===== src/rtl/uart_tx_fifo.sv =====
// Byte-wide circular FIFO that buffers write strobes and drains them one at a
// time into uart_tx via the uart_tx_en / uart_tx_busy handshake.
module uart_tx_fifo #(
  parameter int DEPTH = 16,
  parameter int CW    = $clog2(DEPTH) + 1
) (
  input  logic          clk,
  input  logic          resetn,
  input  logic          wr_en,
  input  logic [7:0]    wr_data,
  input  logic          overflow_clr,
  input  logic          uart_tx_busy,
  output logic          uart_tx_en,
  output logic [7:0]    uart_tx_data,
  output logic          full,
  output logic          empty,
  output logic [CW-1:0] count,
  output logic          overflow
);

  localparam int AW = $clog2(DEPTH);

  typedef enum logic [1:0] {IDLE, SEND, ACK, DRAIN} state_t;

  logic [7:0]    mem [DEPTH];
  logic [AW-1:0] wr_ptr;
  logic [AW-1:0] rd_ptr;
  state_t        state;
  logic          pop;
  logic          push;

  assign full  = (count == CW'(DEPTH));
  assign empty = (count == '0);
  assign pop   = (state == IDLE) && !empty && !uart_tx_busy;
  // A pop frees a slot in the same cycle, so a write at full is still accepted.
  assign push  = wr_en && (!full || pop);

  always_ff @(posedge clk) begin
    if (push) mem[wr_ptr] <= wr_data;
  end

  always_ff @(posedge clk or negedge resetn) begin
    if (!resetn) begin
      wr_ptr   <= '0;
      rd_ptr   <= '0;
      count    <= '0;
      overflow <= 1'b0;
    end else begin
      if (push) wr_ptr <= wr_ptr + AW'(1);
      if (pop)  rd_ptr <= rd_ptr + AW'(1);
      unique case ({push, pop})
        2'b10:   count <= count + CW'(1);
        2'b01:   count <= count - CW'(1);
        default: count <= count;
      endcase
      if (wr_en && !push)    overflow <= 1'b1;
      else if (overflow_clr) overflow <= 1'b0;
    end
  end

  always_ff @(posedge clk or negedge resetn) begin
    if (!resetn) begin
      state        <= IDLE;
      uart_tx_en   <= 1'b0;
      uart_tx_data <= '0;
    end else begin
      uart_tx_en <= 1'b0;
      unique case (state)
        IDLE: begin
          if (pop) begin
            uart_tx_data <= mem[rd_ptr];
            uart_tx_en   <= 1'b1;
            state        <= SEND;
          end
        end
        SEND:  state <= ACK;
        ACK:   if (uart_tx_busy)  state <= DRAIN;
        DRAIN: if (!uart_tx_busy) state <= IDLE;
        default: state <= IDLE;
      endcase
    end
  end

endmodule


===== config.mk =====
export PLATFORM = sky130hd
export DESIGN_NAME = uart_tx_fifo
export DESIGN_NICKNAME = d
export VERILOG_FILES = /design/src/rtl/uart_tx_fifo.sv
export SDC_FILE = /design/constraint.sdc
export NUM_CORES = 1
export LEC_CHECK = 0
export CAP_MARGIN = 20
export CELL_PAD_IN_SITES_DETAIL_PLACEMENT = 1
export CELL_PAD_IN_SITES_GLOBAL_PLACEMENT = 2
export CORE_MARGIN = 2
export CORE_UTILIZATION = 52
export CTS_BUF_LIST = sky130_fd_sc_hd__clkbuf_16
export DETAILED_ROUTE_END_ITERATION = 7
export DONT_BUFFER_PORTS = 1
export PLACE_DENSITY = 0.83
export SETUP_SLACK_MARGIN = 0.1
export SKIP_CTS_REPAIR_TIMING = 1
export SYNTH_ARGS = -nofsm -noshare
export SYNTH_HDL_FRONTEND = slang
export SYNTH_SLANG_ARGS = --single-unit

===== constraint.sdc =====
create_clock -name clk -period 7.4 [get_ports clk]
set_clock_uncertainty 0.1 [all_clocks]
set_input_delay 1.48 -clock clk [delete_from_list [all_inputs] [get_ports clk]]
set_output_delay 1.48 -clock clk [all_outputs]
set_load 0.005 [all_outputs]

### Word-level counts from Yosys, hierarchy flattened

Memories as Yosys holds them, arrays and structs flattened. A register that Yosys moved wholly into a read port is not among the register bits.
Index checks and enable logic that the tools add are counted.

| operators by class | value |
|---|---|
| add/sub/neg operators | 4 |
| equality and inequality tests | 9 |
| mux-type cells | 11 |
| reduce and logical (&&, ||, !) cells | 16 |

Operators by type and width:

| kind | number |
|---|---|
| case mux 5 bit (2 select lines) | 1 |
| adder 4 x 1 -> 4 bit (second input constant) | 2 |
| case mux 2 bit (4 select lines) | 1 |
| == test 2 bit (second input constant) | 3 |
| two-way mux 1 bit | 6 |
| two-way mux 2 bit | 3 |
| inequality test 2 bit (second input constant) | 3 |
| adder 5 x 1 -> 5 bit (second input constant) | 1 |
| == test 5 bit (second input constant) | 1 |
| logical NOT 1 bit | 5 |
| logical NOT 5 bit | 1 |
| subtractor 5 x 1 -> 5 bit (second input constant) | 1 |
| == test 2 x 1 -> 1 bit (second input constant) | 2 |
| logical AND 1 bit | 4 |
| nonzero test 2 bit | 2 |
| AND reduction 3 bit | 1 |
| logical NOT 2 bit | 1 |
| AND reduction 2 bit | 1 |
| logical OR 1 bit | 1 |

| storage, ports and cells | value |
|---|---|
| register bits after elaboration | 17 |
| RAM bits | 128 |
| input port bits | 13 |
| output and inout port bits | 17 |
| logic and storage cells | 47 |
| memories kept | 1 |

Memory list:

| memory | depth | bits a word | rd ports | clocked after Yosys merged registers in | write ports | RTL line | text |
|---|---|---|---|---|---|---|---|
| mem | 16 | 8 | 1 | 1 | 1 | 25 | `logic [7:0] mem [DEPTH];` |

### Logic depth before layout (Yosys ltp)

Gate-level depths: netlist of run 1.

| logic depth | value |
|---|---|
| depth after elaboration | 9 |
| depth in mapped cells | 13 |
| depth with buffers taken out | 13 |

### Least setup slack after synthesis of run 1

OpenSTA, ideal clock, no wires.

| timing | value |
|---|---|
| path type | input -> register |
| from | input port uart_tx_busy |
| to | register count[4] |
| setup time | 125 ps |
| arrival time | 3581 ps |
| path slack | 3595 ps |
| cell stages on the path | 11 |
| cells stage by stage | nand2b_1 -> or2_2 -> inv_1 -> ha_1 -> inv_1 -> fa_1 -> nor2b_1 -> o21ai_0 -> nand3_1 -> or3b_2 -> xnor2_1 |

| on the way | value |
|---|---|
| longest elaborated chain between the ends | 6 |

RTL lines:

| item | RTL line | text |
|---|---|---|
| start, declared | 12 | `input logic uart_tx_busy,` |
| logical NOT 1 bit * | - |  |
| logical AND 1 bit * | 34 | `assign pop = (state == IDLE) && !empty && !uart_tx_busy;` |
| net pop | 29 | `logic pop;` |
| logical OR 1 bit | 36 | `assign push = wr_en && (!full \|\| pop);` |
| logical AND 1 bit | 36 |  |
| == test 2 x 1 -> 1 bit or == test 2 bit (tied branches) | 51 | `unique case ({push, pop})` |
| case mux 5 bit (2 select lines) or nonzero test 2 bit (tied branches) | - |  |
| end signal, assigned | 52 | `2'b10: count <= count + CW'(1);` |
| end signal, assigned | 53 | `2'b01: count <= count - CW'(1);` |
| end signal, assigned | 54 | `default: count <= count;` |
| end, declared | 17 | `output logic [CW-1:0] count,` |

The timed path passes the listed nets; every way through them passes the cells marked *.
A chain may end at the register's enable or synchronous reset.

### Worst setup path after layout of run 1

Same ends and word-level chain as after synthesis.

==> reports/metrics.yaml, run 1 <==
yosysUniqueCellTypes: 39
drive_above_1_share: 0.161
via_per_inst: 5.83
yosysTopAreaCell: "edfxtp_1"
synth_edf_count: 128
relSlewSlack: 0.373
design_area_mm2: 0.00706
leakagePower_nw: 2.51
setup_viol: 0
rsz0062_at_grt: "no"
crit_arrival_ps: 4030
async_flop_share: 0.163
syn_inst: 346
synth.avg_cell_area_um2: 18.4
num_antenna_cells: 0
critPathMostFrequentCell: "inv_1"
worstMarginPinSlew_ps: 937
r2r_end: "count[4]"
die_h_um: 115
grt_max_degree: 36
start_kind: "primary input"
synthFlopType: "edfxtp_1"
cts_tree: "built"
cp_slowest_cell: "or2_2"
fin_util: 0.590
insertion_delay_ps: 420
synth_seq_area_share: 0.703
synth_warnings: 0
die_w_um: 115
power_density_mw_per_mm2: 389
routed_wl_um: 12400
cpPeakStageDelay_ps: 480
multi_input_area_mm2: 0.00169
dpl.hpwl_um: 7920
fillers: 1024
worstHoldStart: "uart_tx_data[5]"
grt_pass1_vias: 3389
cp.required_ps: 7590
ant_nets: 0
setup.worst_path.start: "uart_tx_busy"
ir_drop_uv: 187
area_delta_synth_final_pct: 11.0
fmax_mhz: 261
wl_per_cell_um: 24.1
setup_tns_ps: 0
ff2ff_path_depth: 11
htree_levels: 4
worst_hold_path.endpoint: "uart_tx_data[5]"
crit_fanout: 20
route.detailed.drc: 0
coreArea_mm2: 0.0120
final_nets: 382
fin_crit_sh: 0.518
dr_wl_met2_um: 6440
antenna_found_initial: 0
synth_area_leaders: "edfxtp_1 60%, dfrtp_1 9.8%, mux4_1 7.0%"
cap_viol_max_count: 0
pin_count: 30
hold_viol_final: 0
dr_wl_met3_um: 573
place_congestion: 0.776
vias: 2995
ys_seq_elements: 153
clkTransAtPathRegs_ps: 60
grt-ovfl-total: 0
die_area_mm2: 0.0131
dpl_cell_area_mm2: 0.00645
grt_pass1_wl_um: 19200
register_area_mm2: 0.00447
end_kind: "register"
worstPathCellList: "nand2b_1 > or2_2 > inv_1 > ha_1 > inv_1 > fa_1 > nor2b_1 > o21ai_0 > nand3_1 > or3b_2 > xnor2_1"
synth_top_area_share: 0.604
drtPass1Iterations: 5
hold_path.class: "register to register"
syn_nets: 373
io_buffers: 0
drt_first_iter_violations: 224
clock_path_buffers: 2
cts_buffers: 17
top_layer_used: "met4"
initial_core_util: 0.532
synth_area_mm2: 0.00636
wl_met1_um: 5200
period_needed_ps: 3840
track_usage: 0.209
cts_root_buf: "clkbuf_16"
holdPathStages: 2
outcome: "completed"
slew_violations: 0
cts_num_sinks: 153
ff2ff_setup_slack_ps: 3830
rows: 40
r2r_start: "count[1]"
worstSetupPathType: "primary input to register"
[critical path: cells and delay by family]
kind                       cells  cell delay, ps
adders and majority gates      2             670
AOI/OAI and AO/OA              1             100
xor gates and xnor gates       1             140
buffers and inverters          2             290
and+or+nand+nor                5            1350
[report_power, final]
part	switching [W]	leakage, nW	total, W	internal, W
Sequential	0.000117	1.46	0.00119	0.00107
Combinational	0.000348	0.750	0.000684	0.000336
Clock	0.000318	0.292	0.000869	0.000552
[routing by layer]
| metal | vias up | global-route usage |
|---|---|---|
| met5 | - | 0 |
| met1 | 1557 | 0.263 |
| met2 | 67 | 0.351 |
| met4 | 0 | 0.0772 |
| li1 | 1356 | - |
| met3 | 15 | 0.0524 |
[layout make-up]
type / count / share of cell area
clock buffer: 17 / 0.0603
clock inverter: 14 / 0.0232
tap: 147 / 0.0261
timing repair buffer: 7 / 0.00922
sequential: 153 / 0.633
multi-input combinational: 159 / 0.239
inverter: 17 / 0.00904
[sequential cells by signal (all words and copies together), names as in the netlist]
signal and count:
uart_tx_en 1, overflow 1, rd_ptr 4, mem 128
wr_ptr 4, uart_tx_data 8, state 2, count 5
[Yosys cell counts, drive strengths merged, types with 2 or more instances]
library cell  count
a21oi             4
and2              9
buf              12
clkbuf            5
dfrtp            25
edfxtp          128
ha               13
inv              17
mux2              9
mux2i             9
mux4             32
nand2            25
nand3             2
nand4             2
nor2              6
nor4              5
o21ai            21
xnor2             8
xor2              2
[logic make-up (layout without fill, tap and decap cells)]
logic type,after synthesis,count (layout),synth area share
muxes,50,50,0.153
DFF,153,153,0.703
buffers and inverters,34,55,0.0321
xor gates and xnor gates,10,10,0.0138
adders and majority gates,14,14,0.0287
and+or+nand+nor,57,57,0.0445
AOI/OAI and AO/OA,28,28,0.0248
[metrics by stage]
step	worst slack, ps	instances	power [W]	hold slack, ps
after floorplan	3590	346	0.00174	370
after global placement	3230	482	0.00186	394
after detailed placement	3120	482	0.00189	396
after CTS	3560	513	0.00276	419
after global routing	3380	514	0.00288	445
final	3560	514	0.00274	410
[how the worst max path moves through the flow]
stage,to,cells past startpoint
after floorplan,count[4],11
after global placement,count[4],11
after detailed placement,count[4],11
after CTS,count[4],11
after global routing,count[4],11
final,count[4],11
[placed cells by master (no fill, tap or decap), drive strengths merged, types with 8 or more instances in the layout]
| cell type | Yosys | layout |
|---|---|---|
| edfxtp | 128 | 128 |
| mux4 | 32 | 32 |
| nand2 | 25 | 25 |
| dfrtp | 25 | 25 |
| o21ai | 21 | 21 |
| inv | 17 | 19 |
| clkbuf | 5 | 17 |
| ha | 13 | 13 |
| and2 | 9 | 9 |
| mux2i | 9 | 9 |
| mux2 | 9 | 9 |
| xnor2 | 8 | 8 |
Note: power is estimated with default switching activity, not from simulation.
==> run 2: changes to the inputs <==
CORE_UTILIZATION = 44   (was 52)
PLACE_DENSITY = 0.74   (was 0.83)
clock period = 3.5 ns   (was 7.4 ns; I/O delays follow)
==> run 2 against run 1 <==
  * Sequential power rose by 110%
  * Worst hold slack got worse by 140 ps
  * Critical path depth rose by 2
  * Global-route usage fell by 3.4 points
  * Via count rose by 2.3%
  * First-iteration DRC count fell by 19%
  * Register-to-register slack got worse by 3400 ps
  * Worst setup slack got worse by 3200 ps
  * Largest power group unchanged
  * Design area rose by 2.3%
  * Flip-flop and latch count did not move
  * Highest routed layer unchanged
  * Die area rose by 18%
  * Clock-buffer cell count did not move
==> reports/metrics.yaml, run 2 (same netlist as run 1, synthesis figures left out) <==
fmax_mhz: 321
design_area_mm2: 0.00722  # +2.3%
num_antenna_cells: 0  # unchanged
grt-ovfl-total: 0  # unchanged
route.detailed.drc: 0  # unchanged
ff2ff_path_depth: 13  # +2
grt_max_degree: 36  # unchanged
final_nets: 390  # +2.1%
r2r_start: "state[0]"
layout_common_cells: "128 x edfxtp_1, 25 x nand2_1, 24 x dfrtp_1"
rsz0062_at_grt: "no"
start_kind: "register"
cts_num_sinks: 153  # unchanged
setup_viol: 0  # unchanged
ant_nets: 0  # unchanged
power_density_mw_per_mm2: 817  # +110%
ff2ff_setup_slack_ps: 380  # -3450 ps
routed_wl_um: 12700  # +2.3%
largest_register_ffs: 128  # unchanged
worstMarginPinSlew_ps: 875  # -61.7 ps
io_buffers: 0  # unchanged
htree_levels: 4  # unchanged
worstSetupPathType: "register to register"
rows: 43  # +7.5%
clkTransAtPathRegs_ps: 60  # about the same
cts_root_buf: "clkbuf_16"
crit_buf_inv: 3  # +1
cpPeakStageDelay_ps: 450  # -30 ps
critPathMostFrequentCell: "inv_1"
crit_cells: 13  # +2
cts_tree: "built"
die_h_um: 124  # +8.4%
end_kind: "register"
area_delta_synth_final_pct: 13.5
grt_pass1_vias: 3389  # unchanged
crit_arrival_ps: 3320  # -710 ps
die_w_um: 124  # +8.4%
finalPower_w: 0.00589  # +110%
crit_end: "count[4]"
via_per_inst: 5.51  # -5.5%
fillers: 1289  # +26%
antenna_found_initial: 0  # unchanged
cap_viol_max_count: 0  # unchanged
setup.worst_path.start: "state[0]"
coreArea_mm2: 0.0140  # +17%
dpl_cell_area_mm2: 0.00656  # +1.7%
die_area_mm2: 0.0154  # +18%
top_regs: "mem x128, uart_tx_data x8, count x5"
leakagePower_nw: 2.55  # +1.7%
place_congestion: 0.701  # -9.6%
insertion_delay_ps: 430  # about the same
relSlewSlack: 0.416  # +0.0435
r2r_end: "count[4]"
hold_viol_final: 0  # unchanged
drive_above_1_share: 0.197  # +0.0360
wl_per_cell_um: 22.8  # -5.4%
layout_commonest_cell: "edfxtp_1"
cp.required_ps: 3710  # -3880 ps
worstPathCellList: "inv_1 > ha_1 > nand2b_1 > or2_2 > inv_1 > ha_2 > inv_1 > fa_1 > nor2b_1 > o21ai_0 > nand3_1 > or3b_2 > xnor2_1"
grt_pass1_wl_um: 19600  # +1.8%
fin_crit_sh: 0.891
critPathTopFamily: "simple AND/OR/NAND/NOR gates"
drt_first_iter_violations: 182  # -19%
clock_path_buffers: 2  # unchanged
drtPass1Iterations: 4  # -1
regMostFlops: "mem"
outcome: "completed"
crit_fanout: 4  # -80%
vias: 3063  # +2.3%
fin_util: 0.516  # -0.0742
pin_count: 30  # unchanged
period_needed_ps: 3120
initial_core_util: 0.455  # -0.0770
hold_path.class: "primary input to register"
dpl.hpwl_um: 7960  # +0.47%
cts_buffers: 17  # unchanged
ir_drop_uv: 366  # +96%
cp_slowest_cell: "or3b_2"
track_usage: 0.175  # -0.0337
setup_tns_ps: 0  # unchanged
slew_violations: 0  # unchanged
## run 2: changes by cell type in the layout (fill, tap and decap cells not counted), sizes merged
cell,before,now
buf,7,14
dlygate4sd3,0,1
inv,19,17
clkinvlp,1,3
clkinv,7,8
## run 2: how the worst min path moves through the flow
stage                     startpoint         endpoint  cells after the start  slack (ps)
after CTS                     resetn  uart_tx_data[6]                      0        -160
after global placement        resetn        rd_ptr[0]                      0         310
final                     wr_data[3]       mem[11][3]                      0         270
after global routing      wr_data[3]       mem[14][3]                      0         240
after detailed placement      resetn        rd_ptr[0]                      0         310
after floorplan               resetn         count[0]                      0         300
## run 2: stage by stage
stage | instances | hold slack, ps | worst slack, ps
finish | 556 | 267 | 382
global route | 556 | 243 | 141
CTS | 554 | -158 | 198
detailed placement | 522 | 306 | 209
global placement | 522 | 306 | 272
floorplan | 346 | 304 | 475
## run 2: cell type report
type                       count  area, um^2  area share
tap                          180         225      0.0312
inverter                      17        63.8     0.00884
timing repair buffer          15         140      0.0194
clock inverter                15         183      0.0253
clock buffer                  17         425      0.0589
sequential                   153        4470       0.619
multi-input combinational    159        1710       0.237
## run 2: worst reg2reg max path, delay by kind of cell, from the launching register on
kind            cells  cell delay [ps]
xor+xnor            1              130
simple gates        5             1110
fa+ha+maj           3              850
compound gates      1              100
flops               1              380
buf+inv             3              340
## run 2: power by group
part / switching [W] / internal, W / total [W]
Clock: 0.000707 / 0.00118 / 0.00189
Combinational: 0.000726 / 0.000741 / 0.00147
Sequential: 0.000276 / 0.00227 / 0.00254
Total: 0.00171 / 0.00419 / 0.00589
## run 2: per-layer routing
| metal | vias up | wire, um | GRT usage |
|---|---|---|---|
| met1 | 1600 | 5360 | 0.217 |
| met3 | 18 | 504 | 0.0538 |
| met2 | 64 | 6630 | 0.290 |
| met4 | 0 | 169 | 0.0661 |
| li1 | 1381 | - | - |
| met5 | - | 0 | 0 |
==> run 3: changes to the inputs <==
ABC_CLOCK_PERIOD_IN_PS = 3500   (was unset)
CAP_MARGIN = 25   (was 20)
==> results of run 3 <==
No change in the layout: final DEF, timing and power equal those of run 2.
